===== src/rtl/cpu_pkg.sv =====
// Shared CPU types and constants for the architectural register file.
package cpu_pkg;
  localparam int DATA_W = 32;
  localparam int ADDR_W = 5;
  localparam int NREGS  = 2 ** ADDR_W;

  typedef logic [ADDR_W-1:0] reg_idx_t;
  typedef logic [DATA_W-1:0] word_t;

  localparam reg_idx_t REG_ZERO = '0;
endpackage


===== src/rtl/reg_file_32x32_if.sv =====
// Register-file bus: write-back port, load scoreboard set and two operand read ports.
interface reg_file_32x32_if;
  import cpu_pkg::*;

  logic     wr_en;
  reg_idx_t wr_addr;
  word_t    wr_data;
  reg_idx_t rd_addr_a;
  word_t    rd_data_a;
  reg_idx_t rd_addr_b;
  word_t    rd_data_b;
  logic     pend_set;
  reg_idx_t pend_addr;
  logic     busy_a;
  logic     busy_b;

  modport master (
    output wr_en, wr_addr, wr_data, rd_addr_a, rd_addr_b, pend_set, pend_addr,
    input  rd_data_a, rd_data_b, busy_a, busy_b
  );

  modport slave (
    input  wr_en, wr_addr, wr_data, rd_addr_a, rd_addr_b, pend_set, pend_addr,
    output rd_data_a, rd_data_b, busy_a, busy_b
  );
endinterface


===== src/rtl/reg_file_32x32_read_port.sv =====
// One combinational operand read port with zero-index forcing and busy lookup.
// Optional write-through bypass enabled by defining REGFILE_BYPASS_EN.
module regfile_read_port
  import cpu_pkg::*;
(
  input  logic             rst_n,
  input  word_t            rf_i [NREGS],
  input  logic [NREGS-1:0] pend_i,
  input  reg_idx_t         addr_i,
  input  logic             wr_en_i,
  input  reg_idx_t         wr_addr_i,
  input  word_t            wr_data_i,
  output word_t            data_o,
  output logic             busy_o
);
  logic hit;

  // Writes during reset are discarded, so they must not leak through the bypass.
  assign hit = rst_n && wr_en_i && (wr_addr_i == addr_i) && (addr_i != REG_ZERO);

  always_comb begin
    data_o = '0;
    busy_o = 1'b0;
    if (rst_n && addr_i != REG_ZERO) begin
`ifdef REGFILE_BYPASS_EN
      data_o = hit ? wr_data_i : rf_i[addr_i];
      busy_o = hit ? 1'b0 : pend_i[addr_i];
`else
      data_o = rf_i[addr_i];
      busy_o = pend_i[addr_i];
`endif
    end
  end

`ifndef REGFILE_BYPASS_EN
  logic unused_bypass;
  assign unused_bypass = &{1'b0, hit, wr_data_i};
`endif
endmodule


===== src/rtl/reg_file_32x32.sv =====
// 32x32 MIPS register file: r0 hardwired to zero, one write port, two read ports,
// pending-load scoreboard. Optional REGFILE_BYPASS_EN enables write-through reads.
module reg_file_32x32
  import cpu_pkg::*;
(
  input  logic             clk,
  input  logic             rst_n,
  reg_file_32x32_if.slave  bus
);
  word_t            regs_q [1:NREGS-1];
  word_t            regs_d [1:NREGS-1];
  logic [NREGS-1:1] pend_q;
  logic [NREGS-1:1] pend_d;
  word_t            rf     [NREGS];
  logic [NREGS-1:0] pend_vec;

  // A load issued in the same cycle as an older write-back to that register wins.
  always_comb begin
    regs_d = regs_q;
    pend_d = pend_q;
    for (int i = 1; i < NREGS; i++) begin
      if (bus.wr_en && bus.wr_addr == reg_idx_t'(i)) begin
        regs_d[i] = bus.wr_data;
        pend_d[i] = 1'b0;
      end
      if (bus.pend_set && bus.pend_addr == reg_idx_t'(i)) begin
        pend_d[i] = 1'b1;
      end
    end
  end

  always_ff @(posedge clk or negedge rst_n) begin
    if (!rst_n) begin
      regs_q <= '{default: '0};
      pend_q <= '0;
    end else begin
      regs_q <= regs_d;
      pend_q <= pend_d;
    end
  end

  always_comb begin
    rf[0] = '0;
    for (int i = 1; i < NREGS; i++) rf[i] = regs_q[i];
  end

  assign pend_vec = {pend_q, 1'b0};

  regfile_read_port u_port_a (
    .rst_n     (rst_n),
    .rf_i      (rf),
    .pend_i    (pend_vec),
    .addr_i    (bus.rd_addr_a),
    .wr_en_i   (bus.wr_en),
    .wr_addr_i (bus.wr_addr),
    .wr_data_i (bus.wr_data),
    .data_o    (bus.rd_data_a),
    .busy_o    (bus.busy_a)
  );

  regfile_read_port u_port_b (
    .rst_n     (rst_n),
    .rf_i      (rf),
    .pend_i    (pend_vec),
    .addr_i    (bus.rd_addr_b),
    .wr_en_i   (bus.wr_en),
    .wr_addr_i (bus.wr_addr),
    .wr_data_i (bus.wr_data),
    .data_o    (bus.rd_data_b),
    .busy_o    (bus.busy_b)
  );
endmodule


===== src/flat_wrapper.sv =====
// flat-port wrapper written by rule: the top's interface ports become plain ports
module reg_file_32x32_flat import cpu_pkg::*;
  (clk, rst_n, bus_wr_en, bus_wr_addr, bus_wr_data, bus_rd_addr_a, bus_rd_addr_b, bus_pend_set, bus_pend_addr, bus_rd_data_a, bus_rd_data_b, bus_busy_a, bus_busy_b);
  reg_file_32x32_if bus_i ();
  input  logic clk;
  input  logic rst_n;
  input wire logic [$bits(bus_i.wr_en)-1:0] bus_wr_en;
  input wire logic [$bits(bus_i.wr_addr)-1:0] bus_wr_addr;
  input wire logic [$bits(bus_i.wr_data)-1:0] bus_wr_data;
  input wire logic [$bits(bus_i.rd_addr_a)-1:0] bus_rd_addr_a;
  input wire logic [$bits(bus_i.rd_addr_b)-1:0] bus_rd_addr_b;
  input wire logic [$bits(bus_i.pend_set)-1:0] bus_pend_set;
  input wire logic [$bits(bus_i.pend_addr)-1:0] bus_pend_addr;
  output wire logic [$bits(bus_i.rd_data_a)-1:0] bus_rd_data_a;
  output wire logic [$bits(bus_i.rd_data_b)-1:0] bus_rd_data_b;
  output wire logic [$bits(bus_i.busy_a)-1:0] bus_busy_a;
  output wire logic [$bits(bus_i.busy_b)-1:0] bus_busy_b;
  assign bus_i.wr_en = bus_wr_en;
  assign bus_i.wr_addr = bus_wr_addr;
  assign bus_i.wr_data = bus_wr_data;
  assign bus_i.rd_addr_a = bus_rd_addr_a;
  assign bus_i.rd_addr_b = bus_rd_addr_b;
  assign bus_i.pend_set = bus_pend_set;
  assign bus_i.pend_addr = bus_pend_addr;
  assign bus_rd_data_a = bus_i.rd_data_a;
  assign bus_rd_data_b = bus_i.rd_data_b;
  assign bus_busy_a = bus_i.busy_a;
  assign bus_busy_b = bus_i.busy_b;
  reg_file_32x32 u_core (.clk(clk), .rst_n(rst_n), .bus(bus_i));
endmodule

===== config.mk =====
export PLATFORM = sky130hd
export DESIGN_NAME = reg_file_32x32_flat
export DESIGN_NICKNAME = d
export VERILOG_FILES = /design/src/rtl/cpu_pkg.sv /design/src/rtl/reg_file_32x32_if.sv /design/src/rtl/reg_file_32x32_read_port.sv /design/src/rtl/reg_file_32x32.sv /design/src/flat_wrapper.sv
export SDC_FILE = /design/constraint.sdc
export NUM_CORES = 2
export LEC_CHECK = 0
export CORE_UTILIZATION = 30
export DETAILED_ROUTE_END_ITERATION = 10
export PLACE_DENSITY_LB_ADDON = 0.25
export RECOVER_POWER = 50
export SKIP_LAST_GASP = 1
export SLEW_MARGIN = 10
export SYNTH_ARGS = -nofsm -noshare
export SYNTH_HDL_FRONTEND = slang
export SYNTH_HIERARCHICAL = 1
export SYNTH_SLANG_ARGS = --single-unit

===== constraint.sdc =====
create_clock -name clk -period 2.6 [get_ports clk]
set_clock_uncertainty 0.1 [all_clocks]
set_input_delay 0.65 -clock clk [delete_from_list [all_inputs] [get_ports clk]]
set_output_delay 0.65 -clock clk [all_outputs]
set_load 0.01 [all_outputs]

==> impl_metrics.toml <==
[outcome]
status = "complete, but fails checks"
violations = "negative setup slack"

[finish]
area_growth_syn_to_layout_pct = 29.0
final_cell_mix = "1023 x dfrtp_1, 944 x mux2_2, 543 x buf_4"
finish.net_count = 4758
final_cells = 7282
final_area_sq_mm = 0.0726
multiInputGateArea_sq_mm = 0.0307
nFillCells = 17600
final_layout_size_suffix_gt1_share_pct = 52.8
layout_commonest_cell = "dfrtp_1"
ff_latch_area_sq_mm = 0.0256

[sta]
fmax_mhz = 299
slew_headroom_pct = 2.65
fin_crit_ps = 3350
drv_slew = 0
finalSetupViolations = 659
rsz0062_at_grt = "yes"
worst_slew_pin_slew_ps = 1460
worst_slack_ps = -747
finalCritPeriodShare_pct = 129
final_hold_viol_count = 0

[floorplan]
io_pins = 122
die_y_microns = 435
die-area_sq_mm = 0.189
core_sq_mm = 0.186
fp-row-count = 158
die_w_microns = 435
start_util_pct = 30.3

[min_path]
holdPathEnd = "u_core/regs_q[812]"
hp-class = "flop to flop"
hold_path_depth = 1
hold_path.startpoint = "u_core/regs_q[812]"

[setup_path]
r2r_slack_ps = 1500
path_cells = "buf_6, or3_4, buf_12, buf_4, o221ai_2, a21oi_1, a211oi_4, buf_2"
setup.worst_path.start_class = "input pin"
critPathKind = "input pin to output port"
crit_buf_inv = 4
critical-path-slowest-cell = "a211oi_4"
worstPathRequired_ps = 1850
rr_worst_depth = 3
r2r-start = "u_core/regs_q[603]"
reg2reg_to = "u_core/regs_q[603]"
end_kind = "output port"
cp.arrival_ps = 2600
crit_start = "bus_rd_addr_b[1]"
cp_max_fo = 8
path_delay_family = "compound AO/OA/AOI/OAI gates"
cpPeakStageDelay_ps = 450

[grt]
grt_pass1_wl_microns = 320000
grt_max_degree = 164
overflow = 0
grt_usage_pct = 23.2
grt_pass1_vias = 42200
antenna_found_initial = 3

[place]
postPlaceCellArea_sq_mm = 0.0669
io_buffers = 121
dp_hpwl_microns = 146000
dp_cells = 6991
gp_congestion = 0.831

[logic_synthesis]
synth_top_area_share_pct = 45.5
yosys_warnings = 6
synth_seq_cells = 1023
ys.flop_type = "dfrtp_1"
async_flop_share_pct = 100
yosys.area.top_type = "dfrtp_1"
syn-instance-count = 4044
synth_area_sq_mm = 0.0562
synth_edf_count = 0
synthTopCellsByArea = "dfrtp_1 46%, mux2_2 20%, mux4_2 9.8%"
avgSynthCellArea_sq_um = 13.9
ys_types = 49
ys_seq_area_share_pct = 45.5

[clocking]
clk_path_buf_depth = 3
cts.sinks = 1023
htree_levels = 3
numCtsBuffers = 118
cts_tree = "yes"
clock_latency_ps = 750
clock-root-buffer = "clkbuf_16"
clkTransAtPathRegs_ps = 60

[route]
drtAntennaViolNets = 0
via_count = 40300
drtIter0Drc = 3360
wl_per_cell_microns = 30.5
wirelength_microns = 222000
vias_per_cell = 5.53
route.detailed.drc = 0
drt_pass1_iterations = 5

[power_and_ir_drop]
p_leak_uw = 0.0323
vdd_drop_max_mv = 0.562
powerDensity_mw_per_mm2 = 700

[run]
drv_cap = 0
cells by family (layout without fill, tap and decap cells):
group	Yosys count	in the layout	synth area share [%]
AO/OA/AOI/OAI	439	439	6.20
buffers and inverters	446	1137	4.42
flip-flops	1023	1023	45.5
multiplexers	1850	1850	41.3
other	1	68	0.00667
AND/OR/NAND/NOR	285	285	2.54
timing repair:
action | in CTS | in global routing
hold buffers | 2 | 0
endpoints found under the hold margin | 6 | 0
resized for setup | 500 | 57
cloned | 6 | 2
setup buffers | 77 | 13
pin swaps | 110 | 92
endpoints found under the setup margin | 66 | 193
routing by layer:
metal	track usage, %	routed length (microns)
met2	39.0	108000
met4	10.2	11300
met5	0	9
met3	2.65	10600
met1	29.9	92500
sequential cells by signal, summed over array words and instances, names as in the netlist:
name,count
u_core/pend_q,31
u_core/regs_q,992
how the worst max path moves through the flow:
stage                        end  slack [ps]  depth (start not counted)
2_1_floorplan  bus_rd_data_a[10]        -170                          7
5_1_grt        bus_rd_data_b[14]        -790                          6
4_1_cts        bus_rd_data_b[14]        -790                          6
3_5_place_dp   bus_rd_data_b[31]       -1370                          9
6_report       bus_rd_data_b[31]        -750                          8
3_3_place_gp   bus_rd_data_b[31]       -1400                          9
synth_stat cells, types with 8 or more instances:
| master | instances |
|---|---|
| nor2_1 | 17 |
| a221oi_1 | 52 |
| mux2_2 | 1000 |
| mux2_1 | 58 |
| buf_12 | 8 |
| buf_4 | 28 |
| mux4_2 | 244 |
| mux2i_1 | 528 |
| clkbuf_1 | 215 |
| o21ai_0 | 17 |
| buf_6 | 52 |
| nor2b_1 | 8 |
| mux4_1 | 20 |
| buf_2 | 132 |
| a221oi_2 | 14 |
| a211oi_1 | 58 |
| a21oi_1 | 66 |
| nand4_1 | 68 |
| o221ai_1 | 132 |
| dfrtp_1 | 1023 |
| nand2_1 | 151 |
| a22oi_1 | 66 |
| a211oi_2 | 8 |
| a22o_1 | 10 |
where the power goes:
group	switching [uW]	internal, uW
sequential	2270	19100
combinational	5410	7040
clock	7200	9820
total	14900	35900
through the flow:
| step | setup TNS [ps] | hold WS, ps | util [%] | worst slack [ps] | total power (uW) |
|---|---|---|---|---|---|
| global route | -347770 | 430 | 39.0 | -793 | 53000 |
| detailed placement | -369220 | 401 | 36.0 | -1370 | 33100 |
| global placement | -354050 | 390 | 36.0 | -1400 | 32800 |
| CTS | -45710 | 143 | 39.0 | -789 | 51000 |
| finish | -119260 | 412 | 39.0 | -747 | 50800 |
| floorplan | -10520 | 254 | - | -172 | 28300 |
final cells by class:
cell class / instances / share of cell area (%)
timing repair buffer: 914 / 12.7
sequential: 1023 / 35.3
multi-input combinational: 2640 / 42.3
antenna: 2 / 0.00690
clock buffer: 175 / 4.74
inverter: 5 / 0.0259
clock inverter: 43 / 0.652
tap: 2480 / 4.28
Power figures use the tool's default switching activity.
